--- src/rtl/pipe_ctrl_pkg.sv ---
// Shared types for pipeline stage controllers.
// Holds the hazard FSM state, the zero register and the control bundle.
package pipe_ctrl_pkg;

  typedef enum logic {
    RUN     = 1'b0,
    MD_BUSY = 1'b1
  } state_t;

  localparam logic [4:0] REG_ZERO = 5'd0;

  typedef struct packed {
    logic pc_write;
    logic if_id_write;
    logic if_id_flush;
    logic id_ex_write;
    logic id_ex_flush;
    logic ex_mem_flush;
  } pipe_ctl_t;

  function automatic pipe_ctl_t ctl_default();
    pipe_ctl_t c;
    c = '{pc_write: 1'b1, if_id_write: 1'b1,
          if_id_flush: 1'b0, id_ex_write: 1'b1,
          id_ex_flush: 1'b0, ex_mem_flush: 1'b0};
    return c;
  endfunction

  function automatic pipe_ctl_t ctl_reset();
    pipe_ctl_t c;
    c = '{pc_write: 1'b0, if_id_write: 1'b0,
          if_id_flush: 1'b1, id_ex_write: 1'b0,
          id_ex_flush: 1'b1, ex_mem_flush: 1'b1};
    return c;
  endfunction

  // Freeze front end and EX while mul/div owns EX.
  function automatic pipe_ctl_t ctl_hold();
    pipe_ctl_t c;
    c = '{pc_write: 1'b0, if_id_write: 1'b0,
          if_id_flush: 1'b0, id_ex_write: 1'b0,
          id_ex_flush: 1'b0, ex_mem_flush: 1'b1};
    return c;
  endfunction

endpackage

--- src/rtl/hazard_ld_use_cmp.sv ---
// Load-use comparator between the load in EX and the source regs in ID.
// Register zero never produces a hazard.
module hazard_ld_use_cmp
  import pipe_ctrl_pkg::*;
(
  input  logic       mem_read,
  input  logic [4:0] ex_rt,
  input  logic [4:0] rs,
  input  logic [4:0] rt,
  input  logic       uses_rt,
  output logic       hazard
);

  logic rs_hit;
  logic rt_hit;

  assign rs_hit = (ex_rt == rs);
  assign rt_hit = uses_rt & (ex_rt == rt);
  assign hazard = mem_read & (ex_rt != REG_ZERO)
                & (rs_hit | rt_hit);

endmodule

--- src/rtl/pipeline_hazard_ctrl.sv ---
// Pipeline register sequencing: load-use stall, branch flush,
// multi-cycle mul/div hold, plus stall/flush perf counters.
module pipeline_hazard_ctrl
  import pipe_ctrl_pkg::*;
#(
  parameter int unsigned MULDIV_CYCLES = 4,
  parameter int unsigned CNT_W         = 16
) (
  input  logic             Clk,
  input  logic             Rst,
  input  logic [4:0]       ID_Rs,
  input  logic [4:0]       ID_Rt,
  input  logic             ID_UsesRt,
  input  logic             EX_MemRead,
  input  logic [4:0]       EX_Rt,
  input  logic             EX_BranchTaken,
  input  logic             EX_MulDivStart,
  output logic             PCWrite,
  output logic             IF_ID_Write,
  output logic             IF_ID_Flush,
  output logic             ID_EX_Write,
  output logic             ID_EX_Flush,
  output logic             EX_MEM_Flush,
  output logic             MulDiv_Done,
  output logic [CNT_W-1:0] StallCount,
  output logic [CNT_W-1:0] FlushCount
);

  localparam int unsigned CW = $clog2(MULDIV_CYCLES);

  state_t    state;
  logic [CW-1:0] cnt;
  pipe_ctl_t ctl;
  logic      ld_use;
  logic      done;

  hazard_ld_use_cmp u_cmp (
    .mem_read (EX_MemRead),
    .ex_rt    (EX_Rt),
    .rs       (ID_Rs),
    .rt       (ID_Rt),
    .uses_rt  (ID_UsesRt),
    .hazard   (ld_use)
  );

  // Overlapping events resolve by priority: branch, mul/div, load-use.
  always_comb begin
    ctl  = ctl_default();
    done = 1'b0;
    if (Rst) begin
      ctl = ctl_reset();
    end else if (state == MD_BUSY) begin
      if (cnt != '0) ctl = ctl_hold();
      else           done = 1'b1;
    end else if (EX_BranchTaken) begin
      ctl.if_id_flush = 1'b1;
      ctl.id_ex_flush = 1'b1;
    end else if (EX_MulDivStart) begin
      ctl = ctl_hold();
    end else if (ld_use) begin
      ctl.pc_write    = 1'b0;
      ctl.if_id_write = 1'b0;
      ctl.id_ex_flush = 1'b1;
    end
  end

  assign PCWrite      = ctl.pc_write;
  assign IF_ID_Write  = ctl.if_id_write;
  assign IF_ID_Flush  = ctl.if_id_flush;
  assign ID_EX_Write  = ctl.id_ex_write;
  assign ID_EX_Flush  = ctl.id_ex_flush;
  assign EX_MEM_Flush = ctl.ex_mem_flush;
  assign MulDiv_Done  = done;

  always_ff @(posedge Clk) begin
    if (Rst) begin
      state      <= RUN;
      cnt        <= '0;
      StallCount <= '0;
      FlushCount <= '0;
    end else begin
      unique case (state)
        RUN: begin
          if (!EX_BranchTaken && EX_MulDivStart) begin
            state <= MD_BUSY;
            cnt   <= CW'(MULDIV_CYCLES - 2);
          end
        end
        MD_BUSY: begin
          if (cnt != '0) cnt <= cnt - CW'(1);
          else           state <= RUN;
        end
        default: state <= RUN;
      endcase
      if (!ctl.pc_write)
        StallCount <= StallCount + CNT_W'(1);
      if (state == RUN && EX_BranchTaken)
        FlushCount <= FlushCount + CNT_W'(1);
    end
  end

endmodule

--- config.mk ---
export PLATFORM = sky130hd
export DESIGN_NAME = pipeline_hazard_ctrl
export DESIGN_NICKNAME = d
export VERILOG_FILES = /design/src/rtl/pipe_ctrl_pkg.sv /design/src/rtl/hazard_ld_use_cmp.sv /design/src/rtl/pipeline_hazard_ctrl.sv
export SDC_FILE = /design/constraint.sdc
export NUM_CORES = 1
export LEC_CHECK = 0
export ABC_AREA = 1
export CAP_MARGIN = 20
export CORE_MARGIN = 3
export CORE_UTILIZATION = 40
export CTS_CLUSTER_DIAMETER = 150
export CTS_CLUSTER_SIZE = 40
export DETAILED_ROUTE_END_ITERATION = 7
export PLACE_DENSITY = 0.65
export SLEW_MARGIN = 5
export SYNTH_ARGS = -nofsm -noshare
export SYNTH_HDL_FRONTEND = slang
export SYNTH_SLANG_ARGS = --single-unit
--- constraint.sdc ---
create_clock -name Clk -period 2 [get_ports Clk]
set_clock_uncertainty 0.15 [all_clocks]
set_input_delay 0.3 -clock Clk [delete_from_list [all_inputs] [get_ports Clk]]
set_output_delay 0.3 -clock Clk [all_outputs]
set_load 0.02 [all_outputs]
==> Word level (Yosys, flattened, before mapping) <==
Index checks and enable logic that the tools add are counted.
{ "classes": {"n_addsub": 3, "n_eq_ne": 4, "n_mux": 23, "bitwise_logic": 5, "reduce_logical": 6} }
{ "op_table": {"columns": ["op", "count"], "rows": [
  ["adder 16 x 1 -> 16 bit (second input constant)", 2],
  ["2-to-1 mux 6 bit", 3],
  ["2-to-1 mux 1 bit", 13],
  ["== test 5 bit", 2],
  ["2-to-1 mux 2 bit", 5],
  ["nonzero test 5 bit", 1],
  ["one-hot mux 2 bit (2 select lines)", 1],
  ["bitwise AND 1 bit", 3],
  ["logical AND 1 bit", 2],
  ["!= test 2 x 1 -> 1 bit (second input constant)", 1],
  ["!= test 2 bit (second input constant)", 1],
  ["one-hot mux 1 bit (2 select lines)", 1],
  ["AND reduction 2 bit", 1],
  ["nonzero test 2 bit", 1],
  ["subtractor 2 x 1 -> 2 bit (second input constant)", 1],
  ["zero test 1 bit", 1],
  ["inverter 1 bit", 1],
  ["OR 1 bit", 1]
]} }
{ "word_totals": {"reg_bits": 35, "inputBits": 21} }

==> Depth between registers and ports, before layout <==
Gate-level depths: netlist (run 1).
{ "depth": {"ltp_word": 9, "ltp_mapped": 11} }

==> Hierarchy <==
Synthesis (run 1) repeated with hierarchy kept, for this count alone.
{ "unflattened": {"hier_cells": 333, "hier_area_um2": 2020.7} }
{ "by_module_without_submodules": {"columns": ["mod", "n_inst", "cells_per_inst", "area_each_um2", "seq_area_each_um2"], "rows": [
  ["pipeline_hazard_ctrl", 1, 281, 1814.2, 700.7],
  ["hazard_ld_use_cmp", 1, 52, 206.4, 0.0]
]} }

==> Worst setup path after synthesis (run 1) <==
Ideal clock, no wire load.
{ "synth_path": {"path_kind": "register to register", "from": "reg FlushCount[0]", "to": "reg FlushCount[14]", "setup_ns": 0.114, "arrival_time_ns": 1.520, "slack_ns": 0.216, "path_stages_with_launch": 11, "n_path_buf": 0, "synth_period_minus_slack_ns": 1.784, "path_cell_list": "dfxtp_1 ha_1 nand3_1 nor2_2 nand2_2 nor3_2 nand2_1 nor2_2 nand2_1 nand2_1 nor2_1"} }
{ "synth_between": {"elab_chain_cells": 1} }
{ "synth_rtl": {"columns": ["item", "line_no", "rtl"], "rows": [
  ["from (decl)", "pipeline_hazard_ctrl.sv:26", "output logic [CNT_W-1:0] FlushCount"],
  ["from (signal assigned)", "pipeline_hazard_ctrl.sv:98", "FlushCount <= FlushCount + CNT_W'(1);"],
  ["adder 16 x 1 -> 16 bit", "pipeline_hazard_ctrl.sv:98", null]
]} }
No other way between the ends.
A chain may end at the register's enable or synchronous reset.

==> Final worst setup path (run 1) <==
{ "layout_path": {"from": "in EX_BranchTaken", "to": "out IF_ID_Write"} }
{ "layout_between": {"elab_chain_cells": 3} }
{ "layout_rtl": {"columns": ["item", "line_no", "rtl"], "rows": [
  ["from (decl)", "pipeline_hazard_ctrl.sv:16", "input logic EX_BranchTaken,"],
  ["2-to-1 mux 2 bit", "pipeline_hazard_ctrl.sv:55", "end else if (EX_BranchTaken) begin"],
  ["2-to-1 mux 6 bit", "pipeline_hazard_ctrl.sv:52", "end else if (state == MD_BUSY) begin"],
  ["2-to-1 mux 6 bit", "pipeline_hazard_ctrl.sv:50", "if (Rst) begin"],
  ["to (decl)", "pipeline_hazard_ctrl.sv:19", "output logic IF_ID_Write,"]
]} }
No other way between the ends.

==> flow_summary.toml, run 1 <==
[run_status]
outcome = "finished clean"

[placed_design]
post-place-ws_ns = -0.505
dp_hpwl_um = 4070
placed_cell_area_mm2 = 0.00296
dpl.cell_count = 460
numPortBuffers = 59
gp_congestion = 0.864

[grt]
gr-total-overflow = 0
grt_use_met3 = 0.0451
grt.total_usage = 0.174
grt_max_degree = 19
grt_pass1_vias = 2051
met2_usage = 0.301
antenna_found_initial = 0
grt_first_pass_wirelength_um = 8860
busiest_layer = "met2"
grt_util_met1 = 0.209

[sta]
min_period_ns = 1.93
tightest_slew_ns = 0.263
slew_headroom = 0.823
finalSetupTns_ns = 0
fmax_mhz = 519
setup_viol_count_final = 0
worst_slack_ns = 0.0725
drv_slew = 0
hold_slack_ns = 0.291
hold_violations = 0
finalCritPeriodShare = 0.964

[worst_hold_path]
min_path_type = "reg2reg"
hp-start = "cnt[0]"

[critical_path]
critPathKind = "in2out"
cp_max_fo = 4
startpoint_type = "primary input"
r2r-start = "state"
worst_ep_arrival_time_ns = 1.48
worstSetupStartpoint = "EX_BranchTaken"
crit_required_ns = 1.55
crit_path_end_kind = "primary output"

[power_and_ir_drop]
vdd_ir_drop_max_v = 0.000301
leakagePower_nw = 1.26
p_per_area_mw_per_mm2 = 492
finalPower_mw = 1.51

[die]
die_x_um = 79.9
die-area_mm2 = 0.00638
die_h_um = 79.9
initial_utilization = 0.420
placementRows = 26
ios = 60
coreArea_mm2 = 0.00520

[finish]
diodes = 0
drive_above_1_share = 0.233
final_common_cell = "nand2_1"
seqCellArea_um2 = 702
finalNonFillerCells = 470
final_area_mm2 = 0.00307
multi_input_area_mm2 = 0.00126
fill_cells = 513
finish.utilization = 0.590
layout_common_cells = "nand2_1 (70), clkdlybuf4s50_1 (39), dfxtp_1 (34)"
nets = 423
area_delta_synth_final_pct = 40.7

[routing]
finalWirelength_um = 5310
dr.first_iter.drc_count = 80
firstDrtPassIters = 4
vias = 2184
drc = 0
ant_nets = 0
detail_route.wl_per_cell_um = 11.3
vias_per_cell = 4.65

[clocking]
hold_buffers = 0
htree_levels = 2
clk_pin_slew_ns = 0.07
cts.sinks = 35
numCtsBuffers = 5
cts_buffer_depth = 2
cts_tree = "done"
clock_latency_ns = 0.29
root_buffer = "clkbuf_8"

[synth]
yosysSeqAreaShare = 0.321
synth_top_family_by_area = "simple AND/OR/NAND/NOR gates"
yosys.area_share.adder = 0.0172
ys_types = 32
ys.warnings.count = 0
netlist_area_mm2 = 0.00218
synthXorXnorAreaFrac = 0.0601
synth_area_per_cell_um2 = 6.94
ys_seq_elements = 35
syn_nets = 339
yosysTopAreaCellShare = 0.321
synth_ff_type = "dfxtp_1"
synthMuxAreaShare = 0
async_reset_ff_frac = 0
synth_edf_count = 0
yosys.area_share.simple = 0.376
yosysTopAreaCell = "dfxtp_1"
syn_inst = 315
yosys-top-cells-area = "dfxtp_1 (32%), nand2_1 (12%), nand3_1 (6.9%), inv_1 (5.8%), nor2_1 (5.5%)"
synth_compound_area_frac = 0.116

[run]
maxCapViolCount = 0
==> state kept, by name, summed over array words and instances, names as in the netlist <==
signal	flops
FlushCount	16
StallCount	16
state	1
cnt	2
==> layer usage <==
metal  vias up  wire length (um)
met3         7               197
met1       970              2430
met2        37              2630
met4         0                60
li1       1170                 -
met5         -                 0
==> cells in the mapped netlist (10+ instances only) <==
library cell,number
a21oi_1,15
a21oi_2,10
dfxtp_1,35
inv_1,34
inv_2,11
nand2_1,71
nand2_2,14
nand3_1,30
nor2_1,32
xor2_1,10
==> kinds of logic after synthesis <==
| logic type | after synthesis |
|---|---|
| fa+ha+maj | 3 |
| simple gates | 171 |
| flops | 35 |
| buf+inv | 52 |
| xor+xnor | 15 |
| compound gates | 39 |
==> layout make-up <==
| cell class | instances | area share |
|---|---|---|
| sequential | 35 | 0.228 |
| inverter | 45 | 0.0558 |
| timing repair buffer | 84 | 0.249 |
| clock buffer | 6 | 0.0236 |
| multi-input combinational | 228 | 0.411 |
| tap | 70 | 0.0285 |
| clock inverter | 2 | 0.00407 |
==> power breakdown <==
part | total (mW) | switching [mW] | leakage (nW) | internal, mW
sequential | 0.717 | 0.00958 | 0.283 | 0.707
clock | 0.515 | 0.272 | 0.0412 | 0.244
combinational | 0.280 | 0.149 | 0.932 | 0.131
total | 1.51 | 0.430 | 1.26 | 1.08
==> worst max-delay path, cell delays in order <==
cell and delay, ns:
clkdlybuf4s50_1 0.50, nor2_2 0.06, a21oi_4 0.13, inv_2 0.08, nor2_8 0.15, nand2_4 0.07
inv_4 0.07, buf_6 0.11
==> timing repair <==
item,4_1_cts,5_1_grt
buffers inserted,0,2
endpoints found under the hold margin,0,0
resized for setup,36,13
cloned,0,0
pin swaps,7,7
setup endpoints to repair,7,7
==> path summary, 6_finish.rpt <==
kind                    endpoint  slack (ns)  cells past startpoint
hold reg to reg           cnt[0]        0.29                      1
hold / removal            cnt[0]        0.29                      1
setup reg to reg  FlushCount[10]        0.25                     11
setup / recovery     IF_ID_Write        0.07                      8
Power figures use the tool's default switching activity.
==> run 2, diff against run 1 <==
Settings changed: CTS_CLUSTER_DIAMETER 150 to 100.
==> results of run 2 <==
Final layout, timing and power as in run 1 (identical DEF).
==> run 3, diff against run 2 <==
Settings changed: MAX_ROUTING_LAYER set to met4.
==> flow_summary.toml, run 3 (synthesized netlist as in run 1, its figures left out) <==
[run_status]
outcome = "finished clean"

[routing]
vias_per_cell = 4.63
ant_nets = 0
drc = 0
finalWirelength_um = 5300
top_layer = "met4"
detail_route.wl_per_cell_um = 11.3
dr.first_iter.drc_count = 88
dr_wl_met3_um = 151
met2_wirelength_um = 2600
met1Wirelength_um = 2480
firstDrtPassIters = 4
vias = 2177

[critical_path]
cp_max_fo = 4
worst_ep_arrival_time_ns = 1.49
r2r_end = "FlushCount[10]"
crit_required_ns = 1.55
reg2reg_slack_ns = 0.25
r2r-start = "state"
crit_path_end_kind = "primary output"
startpoint_type = "flip-flop"
rr_worst_depth = 11
critPathKind = "reg2out"

[sta]
tightest_slew_ns = 0.269
min_period_ns = 1.94
hold_slack_ns = 0.279
fmax_mhz = 515
worst_slack_ns = 0.0579
slew_headroom = 0.820
drv_slew = 0
setup_viol_count_final = 0
finalCritPeriodShare = 0.971
hold_violations = 0
finalSetupTns_ns = 0

[finish]
finish.utilization = 0.590
final_area_mm2 = 0.00307
layout_common_cells = "nand2_1 (70), clkdlybuf4s50_1 (39), dfxtp_1 (34)"
drive_above_1_share = 0.230
area_delta_synth_final_pct = 40.5
diodes = 0
fill_cells = 513
seqCellArea_um2 = 702
final_common_cell = "nand2_1"
nets = 423
finalNonFillerCells = 470
largestRegisters = "FlushCount x16, StallCount x16, cnt x2"
multi_input_area_mm2 = 0.00126

[placed_design]
numPortBuffers = 59
dpl.cell_count = 460
dp_hpwl_um = 4070
post-place-ws_ns = -0.505
gp_congestion = 0.878
placed_cell_area_mm2 = 0.00296

[grt]
gr-total-overflow = 0
antenna_found_initial = 0
grt_first_pass_wirelength_um = 8850
grt_pass1_vias = 2048
grt_max_degree = 19
grt.total_usage = 0.178

[worst_hold_path]
hp-start = "cnt[0]"
holdPathStages = 1
min_to = "cnt[0]"
min_path_type = "reg2reg"

[clocking]
numCtsBuffers = 5
cts.sinks = 35
htree_levels = 2
hold_buffers = 0
clk_pin_slew_ns = 0.07
cts_tree = "done"
cts_buffer_depth = 2
root_buffer = "clkbuf_8"
clock_latency_ns = 0.29

[power_and_ir_drop]
finalPower_mw = 1.51
p_per_area_mw_per_mm2 = 492
vdd_ir_drop_max_v = 0.000305
leakagePower_nw = 1.26

[die]
die-area_mm2 = 0.00638
coreArea_mm2 = 0.00520
ios = 60
placementRows = 26
initial_utilization = 0.420
die_x_um = 79.9
die_h_um = 79.9

[run]
maxCapViolCount = 0
run 3: cell counts in the layout (fill, tap and decap cells not counted):
Identical to the previous run, type by type.
run 3: cell type report:
class	instances	area share
Inverter	45	0.0558
Clock buffer	6	0.0236
Multi-Input combinational cell	228	0.411
Timing Repair Buffer	84	0.248
Tap cell	70	0.0285
Sequential cell	35	0.229
Clock inverter	2	0.00408
run 3: worst max-delay path by stage:
stage,startpoint,end,cells after the start
4_1_cts,cnt[0],ID_EX_Write,8
5_1_grt,cnt[0],IF_ID_Write,9
3_5_place_dp,EX_Rt[4],ID_EX_Flush,9
3_3_place_gp,EX_Rt[4],ID_EX_Flush,9
6_report,cnt[0],ID_EX_Write,8
2_1_floorplan,FlushCount[0],FlushCount[14],10
run 3: routing by layer:
metal	vias to the layer above	global-route usage
met2	34	0.301
met5	-	-
met1	964	0.212
met3	9	0.0372
li1	1170	-
met4	0	0.0524
run 3: worst max-delay path, cell delays in order, from the launching register on:
cell	delay (ns)
dfxtp_2	0.33
inv_1	0.08
ha_4	0.15
nor2_4	0.05
a21oi_4	0.11
inv_2	0.08
nor2_8	0.15
buf_4	0.13
buf_4	0.13
run 3: power by group:
part / leakage [nW] / switching, mW / internal, mW
clock: 0.0412 / 0.273 / 0.244
combinational: 0.931 / 0.148 / 0.130
sequential: 0.283 / 0.00945 / 0.707
total: 1.26 / 0.430 / 1.08
run 3: repair_timing:
item / CTS / global route
endpoints found under the setup margin: 7 / 7
resized for setup: 36 / 11
setup buffers: 0 / 2
pin swaps: 7 / 7
==> variant: new RTL, settings of run 2 <==
Set the package constant `REG_ZERO` to 5'd1 (it was 5'd0).
--- a/src/rtl/pipe_ctrl_pkg.sv
+++ b/src/rtl/pipe_ctrl_pkg.sv
@@ -7,7 +7,7 @@
     MD_BUSY = 1'b1
   } state_t;
 
-  localparam logic [4:0] REG_ZERO = 5'd0;
+  localparam logic [4:0] REG_ZERO = 5'd1;
 
   typedef struct packed {
     logic pc_write;
Behaviour: not the same (Yosys sat finds a counterexample within 4 cycles, from zero or initial values and one cycle with Rst high).
==> variant against run 2 <==
- area after synthesis increased by 0.11%
- setup slack lost 0.058 ns
- global-route usage increased by 0.48 points
- hold slack improved by 0.045 ns
- total power is 0.17% higher
- design area up 2.3%
- clock power is 2% lower
- sequential power about the same
- via count rose by 1.5%
- sequential cell count stayed put
- routed wire length shrank 1.5%
- synthesized cell count stayed put
==> variant: results (changes against run 2) <==
[run_status]
status=finished, final reports clean

[drt]
drt_iter0_drc=102  ; +28%
met3_length_um=208  ; +5.6%
num_vias=2216  ; +1.5%

[placed_design]
dp_hpwl_mm=3.986  ; -2.1%

[synthesis]
synth_mux_area_share_pct=0  ; unchanged
synthTopCellsByArea=dfxtp_1, nand2_1, nand3_1
synthAdderAreaFrac_pct=1.716  ; -0.0020 points
synthTopCellsByCount=nand2_1, dfxtp_1, inv_1
synth_xor_area_share_pct=6.007  ; -0.0069 points
synth_compound_area_share_pct=11.27  ; -0.30 points
yosysSeqAreaShare_pct=32.04  ; -0.037 points

[grt]
met2_usage_pct=31.37  ; +1.2 points
use_met3_pct=3.950  ; -0.56 points
grt_use_total_pct=17.89  ; +0.48 points
grt_pass1_wl_mm=9.142  ; +3.2%
grt_start_max_net_pins=19  ; unchanged
grt_use_met1_pct=20.99  ; +0.043 points
grt_pass1_vias=2120  ; +3.4%

[finish]
final_net_count=432  ; +2.1%
final_layout_size_suffix_gt1_share_pct=24.94  ; +1.7 points

[clock_network]
post_cts_resized=46  ; +28%

[power_and_ir_drop]
p_per_area_mw_per_mm2=481.8  ; -2.1%
powerComb_w=0.000293  ; +5%
irDropWorstVdd_v=0.0004272  ; +42%
p_seq_w=0.000718  ; about the same
p_leak_nw=1.331  ; +5.9%

[critical_path]
crit_fanout=3  ; -1
crit_arrival_ns=1.54  ; +0.06 ns

variant: path summary, 6_finish.rpt:
check,start,to,slack [ns],cells after the start
worst min register to register,FlushCount[12],FlushCount[12],0.34,2
worst min-delay path,FlushCount[12],FlushCount[12],0.34,2
worst max-delay path,cnt[0],IF_ID_Write,0.01,10
worst max register to register,cnt[0],StallCount[4],0.21,12
variant: metrics by stage:
stage / hold WS, ns / setup WS (ns) / cells
after floorplan: 0.2341 / 0.2109 / 315
after global placement: 0.3010 / -0.5878 / 461
after detailed placement: 0.3033 / -0.6064 / 461
after CTS: 0.3373 / -0.08383 / 473
after global routing: 0.3668 / -0.03785 / 479
final: 0.3357 / 0.01449 / 479
variant: final cells by class:
| class | count | area [um^2] |
|---|---|---|
| inverter | 45 | 171.4 |
| tap | 70 | 87.58 |
| clock inverter | 3 | 15.01 |
| clock buffer | 5 | 68.82 |
| multi-input combinational | 228 | 1257 |
| timing repair buffer | 93 | 838.3 |
| sequential | 35 | 704.4 |
| fill | 498 | 2062 |
